File: src/rtl/cmac_ctrl_pkg.sv
// cmac_gpio_ctrl shared types and constants.
// State encodings, GPIO command indices, status field offsets.
package cmac_ctrl_pkg;

  typedef enum logic [2:0] {
    ST_RST        = 3'd0,
    ST_WAIT_LOCK  = 3'd1,
    ST_WAIT_ALIGN = 3'd2,
    ST_READY      = 3'd3,
    ST_RESTART    = 3'd4
  } state_t;

  localparam int CMD_LOOPBACK = 0;
  localparam int CMD_SEND     = 1;
  localparam int CMD_RST      = 2;
  localparam int CMD_RESTART  = 3;
  localparam int CMD_CLR      = 4;
  localparam int CMD_W        = 5;

  localparam int STS_LOCK       = 0;
  localparam int STS_ALIGNED    = 1;
  localparam int STS_TX_DONE    = 2;
  localparam int STS_RX_DONE    = 3;
  localparam int STS_DATA_FAIL  = 4;
  localparam int STS_TX_BUSY    = 5;
  localparam int STS_RX_BUSY    = 6;
  localparam int STS_ALIGN_LOST = 7;
  localparam int STS_FAIL       = 8;
  localparam int STS_STATE      = 9;
  localparam int STS_RETRY      = 12;

  localparam logic [3:0] RETRY_MAX = 4'd15;

  function automatic int max_int(int a, int b);
    return (a > b) ? a : b;
  endfunction

endpackage

File: src/rtl/cmac_gpio_ctrl_bit_sync.sv
// Multi-stage level synchronizer for host command bits.
// All stages clear on the synchronous reset.
module bit_sync #(
  parameter int W      = 1,
  parameter int STAGES = 2
) (
  input  logic         i_clk,
  input  logic         i_rst,
  input  logic [W-1:0] i_d,
  output logic [W-1:0] o_q
);

  logic [W-1:0] r_sync [STAGES];

  // shift the asynchronous level through the flop chain
  always_ff @(posedge i_clk) begin
    if (i_rst) begin
      for (int i = 0; i < STAGES; i++)
        r_sync[i] <= '0;
    end else begin
      r_sync[0] <= i_d;
      for (int i = 1; i < STAGES; i++)
        r_sync[i] <= r_sync[i-1];
    end
  end

  assign o_q = r_sync[STAGES-1];

endmodule

File: src/rtl/cmac_gpio_ctrl.sv
// CMAC-side GPIO control/status endpoint.
// Bring-up sequencing, restart pulses, sticky status.
module cmac_gpio_ctrl
  import cmac_ctrl_pkg::*;
#(
  parameter int RST_CYCLES    = 64,
  parameter int ALIGN_TIMEOUT = 2**20,
  parameter int SYNC_STAGES   = 2
) (
  input  logic        init_clk,
  input  logic        sys_reset,
  input  logic [15:0] gpio_cmd,
  output logic [15:0] gpio_sts,
  input  logic        rx_gt_locked,
  input  logic        rx_aligned,
  input  logic        tx_done,
  input  logic        rx_done,
  input  logic        rx_data_fail,
  input  logic        tx_busy,
  input  logic        rx_busy,
  output logic        loopback_en,
  output logic        send_continuous_pkts,
  output logic        cmac_sys_reset,
  output logic        lbus_tx_rx_restart
);

  localparam int CNT_MAX =
    max_int(RST_CYCLES, ALIGN_TIMEOUT);
  localparam int CW =
    (CNT_MAX > 1) ? $clog2(CNT_MAX) : 1;
  localparam logic [CW-1:0] RST_LAST =
    CW'(RST_CYCLES - 1);
  localparam logic [CW-1:0] ALIGN_LAST =
    CW'(ALIGN_TIMEOUT - 1);

  logic [CMD_W-1:0] w_cmd_s;
  logic             w_unused_cmd;

  state_t           r_state;
  state_t           w_state_nxt;
  logic [CW-1:0]    r_cnt;
  logic [CW-1:0]    w_cnt_nxt;
  logic             w_host_rst;
  logic             w_timeout;
  logic             w_align_drop;

  logic             r_restart_q;
  logic             r_restart_rise;
  logic             r_clr_q;
  logic             r_clr_rise;
  logic             r_fail_sticky;
  logic             r_align_lost;
  logic [3:0]       r_retry;

  logic             r_cmac_rst;
  logic             r_lbus;
  logic             r_send;
  logic [15:0]      r_sts;
  logic [15:0]      w_sts;

  assign w_unused_cmd = ^gpio_cmd[15:CMD_W];

  bit_sync #(
    .W      (CMD_W),
    .STAGES (SYNC_STAGES)
  ) u_cmd_sync (
    .i_clk (init_clk),
    .i_rst (sys_reset),
    .i_d   (gpio_cmd[CMD_W-1:0]),
    .o_q   (w_cmd_s)
  );

  // next state; host reset overrides every transition
  always_comb begin
    w_state_nxt  = r_state;
    w_timeout    = 1'b0;
    w_align_drop = 1'b0;
    w_host_rst   = w_cmd_s[CMD_RST];
    if (w_host_rst) begin
      w_state_nxt = ST_RST;
    end else begin
      case (r_state)
        ST_RST: begin
          if (r_cnt == RST_LAST)
            w_state_nxt = ST_WAIT_LOCK;
        end
        ST_WAIT_LOCK: begin
          if (rx_gt_locked)
            w_state_nxt = ST_WAIT_ALIGN;
        end
        ST_WAIT_ALIGN: begin
          if (rx_aligned) begin
            w_state_nxt = ST_READY;
          end else if (r_cnt == ALIGN_LAST) begin
            w_state_nxt = ST_RST;
            w_timeout   = 1'b1;
          end
        end
        ST_READY: begin
          if (!rx_aligned) begin
            w_state_nxt  = ST_WAIT_ALIGN;
            w_align_drop = 1'b1;
          end else if (r_restart_rise) begin
            w_state_nxt = ST_RESTART;
          end
        end
        ST_RESTART: w_state_nxt = ST_READY;
        default:    w_state_nxt = ST_RST;
      endcase
    end
  end

  // shared counter: cleared on entry, runs in RST/WAIT_ALIGN
  always_comb begin
    w_cnt_nxt = '0;
    if (!w_host_rst && (w_state_nxt == r_state) &&
        (r_state == ST_RST ||
         r_state == ST_WAIT_ALIGN))
      w_cnt_nxt = r_cnt + 1'b1;
  end

  // state register and outputs decoded from next state
  always_ff @(posedge init_clk) begin
    if (sys_reset) begin
      r_state    <= ST_RST;
      r_cnt      <= '0;
      r_cmac_rst <= 1'b1;
      r_lbus     <= 1'b0;
      r_send     <= 1'b0;
    end else begin
      r_state    <= w_state_nxt;
      r_cnt      <= w_cnt_nxt;
      r_cmac_rst <= (w_state_nxt == ST_RST);
      r_lbus     <= (w_state_nxt == ST_RESTART);
      r_send     <= w_cmd_s[CMD_SEND] &
                    (w_state_nxt == ST_READY);
    end
  end

  // registered rise detect on restart/clear commands
  always_ff @(posedge init_clk) begin
    if (sys_reset) begin
      r_restart_q    <= 1'b0;
      r_restart_rise <= 1'b0;
      r_clr_q        <= 1'b0;
      r_clr_rise     <= 1'b0;
    end else begin
      r_restart_q    <= w_cmd_s[CMD_RESTART];
      r_restart_rise <= w_cmd_s[CMD_RESTART] &
                        ~r_restart_q;
      r_clr_q        <= w_cmd_s[CMD_CLR];
      r_clr_rise     <= w_cmd_s[CMD_CLR] & ~r_clr_q;
    end
  end

  // sticky status and retry count; set beats clear
  always_ff @(posedge init_clk) begin
    if (sys_reset) begin
      r_fail_sticky <= 1'b0;
      r_align_lost  <= 1'b0;
      r_retry       <= '0;
    end else begin
      if (rx_data_fail)
        r_fail_sticky <= 1'b1;
      else if (r_clr_rise)
        r_fail_sticky <= 1'b0;

      if (w_align_drop)
        r_align_lost <= 1'b1;
      else if (r_clr_rise)
        r_align_lost <= 1'b0;

      if (w_timeout) begin
        if (r_retry != RETRY_MAX)
          r_retry <= r_retry + 1'b1;
      end else if (r_clr_rise) begin
        r_retry <= '0;
      end
    end
  end

  // pack the host-visible status word
  always_comb begin
    w_sts                   = '0;
    w_sts[STS_LOCK]         = rx_gt_locked;
    w_sts[STS_ALIGNED]      = rx_aligned;
    w_sts[STS_TX_DONE]      = tx_done;
    w_sts[STS_RX_DONE]      = rx_done;
    w_sts[STS_DATA_FAIL]    = rx_data_fail;
    w_sts[STS_TX_BUSY]      = tx_busy;
    w_sts[STS_RX_BUSY]      = rx_busy;
    w_sts[STS_ALIGN_LOST]   = r_align_lost;
    w_sts[STS_FAIL]         = r_fail_sticky;
    w_sts[STS_STATE +: 3]   = r_state;
    w_sts[STS_RETRY +: 4]   = r_retry;
  end

  // one-cycle registered status
  always_ff @(posedge init_clk) begin
    if (sys_reset)
      r_sts <= '0;
    else
      r_sts <= w_sts;
  end

  assign gpio_sts             = r_sts;
  assign loopback_en          = w_cmd_s[CMD_LOOPBACK];
  assign send_continuous_pkts = r_send;
  assign cmac_sys_reset       = r_cmac_rst;
  assign lbus_tx_rx_restart   = r_lbus;

endmodule
File: config.mk
export PLATFORM = sky130hd
export DESIGN_NAME = cmac_gpio_ctrl
export DESIGN_NICKNAME = d
export VERILOG_FILES = /design/src/rtl/cmac_ctrl_pkg.sv /design/src/rtl/cmac_gpio_ctrl_bit_sync.sv /design/src/rtl/cmac_gpio_ctrl.sv
export SDC_FILE = /design/constraint.sdc
export NUM_CORES = 1
export LEC_CHECK = 0
export ABC_AREA = 1
export BUFFER_PORTS_ARGS = -buffer_cell sky130_fd_sc_hd__buf_2
export CAP_MARGIN = 5
export CELL_PAD_IN_SITES_DETAIL_PLACEMENT = 1
export CELL_PAD_IN_SITES_GLOBAL_PLACEMENT = 2
export CORE_MARGIN = 1.5
export CORE_UTILIZATION = 34
export DETAILED_ROUTE_END_ITERATION = 8
export PLACE_DENSITY = 0.8
export SLEW_MARGIN = 20
export SYNTH_ARGS = -nofsm -noshare
export SYNTH_HDL_FRONTEND = slang
export SYNTH_SLANG_ARGS = --single-unit
File: constraint.sdc
create_clock -name init_clk -period 2.5 [get_ports init_clk]
set_clock_uncertainty 0.05 [all_clocks]
set_input_delay 0.5 -clock init_clk [delete_from_list [all_inputs] [get_ports init_clk]]
set_output_delay 0.5 -clock init_clk [all_outputs]
set_load 0.1 [all_outputs]
==> flow_metrics.py, run 1 <==
metrics = {
    "die": {
        "dieWidth_um": 90.0,
        "dieArea_um2": 8110,
        "die_h_um": 90.0,
        "coreArea_um2": 7290,
        "ioPinCount": 45,
        "core.rowCount": 31,
        "initial_utilization_pct": 35.3,
    },
    "min_path": {
        "hold_depth": 3,
        "worstHoldStart": "gpio_cmd[3]",
        "hold_end": "u_cmd_sync.r_sync[0][3]",
        "hp-class": "in -> reg",
    },
    "sta": {
        "hold_viol_final": 0,
        "min_period_ns": 1.95,
        "slew_violations": 0,
        "tns_ns": 0,
        "hold_slack_ns": 0.301,
        "setup_viol": 0,
        "tightest_slew_ns": 0.490,
        "fin_crit_sh_pct": 78.0,
        "slew_headroom_pct": 67.5,
        "rsz0062_at_grt": "no",
        "setup_slack_ns": 0.551,
        "fmax_mhz": 513,
    },
    "routing": {
        "totalWireLength_um": 5280,
        "drt_first_pass_iters": 4,
        "antenna_left": 0,
        "drc_errors": 0,
        "drtIter0Drc": 54,
        "viasPerCell": 4.32,
        "routedWlPerCell_um": 11.2,
        "vias": 2034,
    },
    "job": {
        "max_cap_viol_count": 0,
    },
    "global_routing": {
        "gr-total-overflow": 0,
        "grt_max_degree": 25,
        "grt_pass1_vias": 2144,
        "grt_pass1_wl_um": 9540,
        "antenna_found_initial": 0,
        "grt_usage_pct": 14.6,
    },
    "clock_tree": {
        "cts_resized": 0,
        "cts.sinks": 62,
        "cts.clk_slew.worst_paths_ns": 0.08,
        "root_buffer": "clkbuf_8",
        "clock_latency_ns": 0.34,
        "cts_buffer_depth": 2,
        "cts_buffers": 9,
        "htreeDepth": 3,
        "post-cts-setup-buffers": 0,
        "cts_hold_buffers": 0,
        "cts_tree": "yes",
    },
    "finish": {
        "num_antenna_cells": 0,
        "postLayoutCoreUtil_pct": 42.3,
        "stdcell_area_um2": 3080,
        "syn2layout_area_growth_pct": 19.7,
        "nets": 394,
        "mostFrequentLayoutCells": "62 x dfxtp_1, 57 x nor2_1, 51 x inv_1",
        "layout_commonest_cell": "dfxtp_1",
        "stdcell_count": 471,
        "layout-drive-gt1-share_pct": 25.5,
    },
    "setup_path": {
        "rr_endpoint": "r_cnt[4]",
        "end_kind": "register",
        "worstPathRequired_ns": 2.68,
        "crit_path_start_kind": "register",
        "reg2reg_slack_ns": 0.55,
        "setup.worst_path.start": "r_cnt[0]",
        "crit_arrival_ns": 2.13,
        "path_class": "reg -> reg",
        "r2r_start": "r_cnt[0]",
        "crit_fanout": 20,
        "ff2ff_path_depth": 11,
    },
    "synth": {
        "ys_ff_latch": 62,
        "synth_area_um2": 2580,
        "synth_cell_type_count": 28,
        "syn_inst": 327,
        "syn-num-nets": 354,
        "yosysTopAreaCellShare_pct": 48.2,
        "yosys_warnings": 0,
        "yosys.area.top_type": "dfxtp_1",
        "avgSynthCellArea_um2": 7.88,
        "yosysSeqAreaShare_pct": 48.2,
        "synthTopCellsByArea": "dfxtp_1 48%, nor2_1 8.3%, inv_1 7.4%",
    },
    "power": {
        "ir_drop_mv": 0.280,
        "power_density_nw_per_um2": 701,
        "p_leak_nw": 1.31,
        "power_mw": 2.16,
    },
    "placed_design": {
        "dp_slack_ns": 0.476,
        "dpl.hpwl_um": 3920,
        "place.gp.congestion": 0.773,
        "place_inst": 455,
        "port_buffers": 33,
        "place_area_um2": 2860,
    },
    "status": {
        "status": "completed",
    },
}
synth_stat cells (all sizes together):
master and n:
nand2 51, a21oi 5, nor4 1, dfxtp 62
ha 2, nor2 83, inv 56, o21ai 5
nand3 18, xnor2 8, nand4 8, xor2 9
clkinv 1, buf 4, nor3 11, clkbuf 2
o41ai 1
worst max path at each step:
stage	end	slack, ns	depth (start not counted)
final	r_cnt[4]	0.55	11
after global routing	r_cnt[6]	0.31	11
after CTS	r_cnt[4]	0.46	11
after detailed placement	r_cnt[16]	0.48	11
after global placement	r_cnt[2]	0.51	11
after floorplan	r_cnt[10]	0.86	11
kinds of logic (layout without fill, tap and decap cells):
logic type | after synthesis | count (layout) | synth area share, %
adders and majority gates | 2 | 2 | 0.971
AOI/OAI and AO/OA | 11 | 11 | 2.57
and+or+nand+nor | 172 | 172 | 32.7
xor gates and xnor gates | 17 | 17 | 5.78
DFF | 62 | 62 | 48.2
buffers and inverters | 63 | 108 | 9.76
metal layers:
layer	global-route usage [%]	routed length, um	share of wire (%)
met1	17.7	2580	49
met2	23.6	2370	45
met3	3.81	189	3.6
met4	8.07	142	2.7
met5	0	0	0
layout make-up:
cell class | instances | area [um2]
clock buffer | 9 | 124
multi-input combinational | 202 | 1080
clock inverter | 7 | 105
fill | 945 | 4210
inverter | 57 | 214
timing repair buffer | 35 | 193
tap | 99 | 124
sequential | 62 | 1240
sequential cells by signal, indices dropped and copies added, names as in the netlist, 3 cells and up:
| name | count |
|---|---|
| gpio_sts | 16 |
| u_cmd_sync.r_sync | 10 |
| r_retry | 4 |
| r_cnt | 20 |
| r_state | 3 |
worst max-delay path: stages, from the launching register on:
cell and delay [ns]:
dfxtp_1 0.40, ha_1 0.25, nand3_4 0.13, nor3_1 0.23
nand3_1 0.13, nand2_2 0.12, nand3_1 0.07, nand2_1 0.07
clkinv_1 0.07, nand3_2 0.08, buf_12 0.19, nor2_2 0.05
power by group:
part / total (mW) / switching (mW) / internal (mW)
combinational: 0.130 / 0.0998 / 0.0303
sequential: 1.02 / 0.00880 / 1.01
clock: 1.02 / 0.439 / 0.576
total: 2.16 / 0.548 / 1.61
Power figures use the tool's default switching activity.
==> run 2: changes to the inputs <==
Settings changed: CORE_UTILIZATION 34 to 29, PLACE_DENSITY 0.8 to 0.72.
Clock period 2.5 ns to 1.6 ns, I/O delays scaled along.
==> flow_metrics.py, run 2 (same netlist as run 1, synthesis figures left out) <==
metrics = {
    "status": {
        "status": "finished, violations left",
        "violations": "setup timing",
    },
    "finish": {
        "nets": 438,
        "postLayoutCoreUtil_pct": 41.3,
        "regMostFlops": "r_cnt",
        "n_fill_cell": 1071,
        "regArea_um2": 1250,
        "multi_input_area_um2": 1200,
        "num_antenna_cells": 0,
        "layout-drive-gt1-share_pct": 37.0,
        "layout_commonest_cell": "nor2_1",
        "syn2layout_area_growth_pct": 39.3,
        "mostFrequentLayoutCells": "57 x nor2_1, 56 x dfxtp_1, 51 x inv_1",
        "largest_reg_flops": 20,
    },
    "clock_tree": {
        "cts_hold_buffers": 0,
        "cts_buffers": 9,
        "root_buffer": "clkbuf_8",
        "cts.sinks": 62,
        "htreeDepth": 3,
        "cts.clk_slew.worst_paths_ns": 0.08,
        "cts_tree": "yes",
        "cts_buffer_depth": 2,
        "clock_latency_ns": 0.35,
    },
    "sta": {
        "slew_violations": 0,
        "fin_crit_sh_pct": 110,
        "hold_viol_final": 0,
        "tightest_slew_ns": 0.493,
        "setup_slack_ns": -0.157,
        "slew_headroom_pct": 67.3,
        "setup_viol": 25,
        "rsz0062_at_grt": "yes",
        "fmax_mhz": 569,
        "min_period_ns": 1.76,
    },
    "global_routing": {
        "grt_pass1_vias": 2217,
        "grt_pass1_wl_um": 10200,
        "antenna_found_initial": 0,
        "gr-total-overflow": 0,
        "grt_usage_pct": 13.7,
        "grt_max_degree": 42,
    },
    "setup_path": {
        "path_class": "reg -> reg",
        "end_kind": "register",
        "worstPathRequired_ns": 1.79,
        "crit_path_start_kind": "register",
        "crit_arrival_ns": 1.95,
        "crit_fanout": 7,
    },
    "min_path": {
        "hp-class": "in -> reg",
    },
    "die": {
        "initial_utilization_pct": 29.7,
        "ioPinCount": 45,
        "dieWidth_um": 97.3,
        "core.rowCount": 34,
        "dieArea_um2": 9460,
        "coreArea_um2": 8680,
        "die_h_um": 97.3,
    },
    "job": {
        "max_cap_viol_count": 0,
    },
    "routing": {
        "routedWlPerCell_um": 11.6,
        "totalWireLength_um": 6090,
        "drtIter0Drc": 51,
        "viasPerCell": 4.27,
        "drc_errors": 0,
        "vias": 2237,
        "antenna_left": 0,
        "drt_first_pass_iters": 4,
    },
    "power": {
        "p_leak_nw": 1.57,
        "ir_drop_mv": 0.437,
        "power_density_nw_per_um2": 915,
    },
    "placed_design": {
        "dpl.hpwl_um": 4420,
        "port_buffers": 33,
        "dp_slack_ns": -0.288,
        "place.gp.congestion": 0.743,
    },
}
==> run 2: final timing paths <==
kind | startpoint | endpoint | slack, ns | cells past startpoint
setup / recovery | r_cnt[0] | r_cnt[15] | -0.16 | 12
hold / removal | gpio_cmd[0] | u_cmd_sync.r_sync[0][0] | 0.11 | 3
setup reg to reg | r_cnt[0] | r_cnt[15] | -0.16 | 12
hold reg to reg | r_clr_q | r_clr_rise | 0.35 | 1
==> run 2: critical path: stages (launching register included) <==
cell	delay, ns
dfxtp_4	0.37
ha_4	0.15
nand3_4	0.11
buf_6	0.14
nor2_4	0.11
nand3_2	0.08
nand2_2	0.08
nand2_4	0.07
nand2_4	0.08
nand2_4	0.05
nand3_4	0.14
buf_12	0.16
nor2_2	0.04
==> run 2: what timing repair did <==
item,4_1_cts,5_1_grt
resized for setup,15,20
setup buffers,2,4
pin swaps,8,8
setup endpoints to repair,28,27
cloned,1,0
==> run 2: where the power goes <==
group          internal, mW  switching, mW
Combinational        0.0850          0.174
Sequential             1.57         0.0134
Clock                 0.738          0.700
Total                  2.40          0.887
==> run 2: metrics by stage <==
step / setup TNS (ns) / hold WS (ns) / power (mW) / cell area, um2 / cells
4_1_cts: -3.09 / 0.0974 / 3.34 / 3500 / 522
5_1_grt: -5.96 / 0.0947 / 3.44 / 3590 / 524
3_5_place_dp: -6.03 / 0.334 / 1.86 / 3190 / 503
2_1_floorplan: 0 / 0.324 / 1.79 / 2580 / 327
3_3_place_gp: -4.48 / 0.329 / 1.86 / 3190 / 503
6_report: -3.08 / 0.114 / 3.28 / 3590 / 524
==> run 2: cell type report <==
type	count	area share [%]
Timing Repair Buffer	79	16.4
Clock inverter	7	2.16
Inverter	57	5.96
Multi-Input combinational cell	202	33.4
Clock buffer	9	3.45
Tap cell	108	3.77
Sequential cell	62	34.9
==> run 2: metal layers <==
metal	track usage (%)	part of all wire [%]	vias up
li1	-	-	1161
met1	17.1	47	1044
met2	21.4	47	23
met3	4.24	3.6	9
met4	6.92	1.8	0
met5	0	0	-
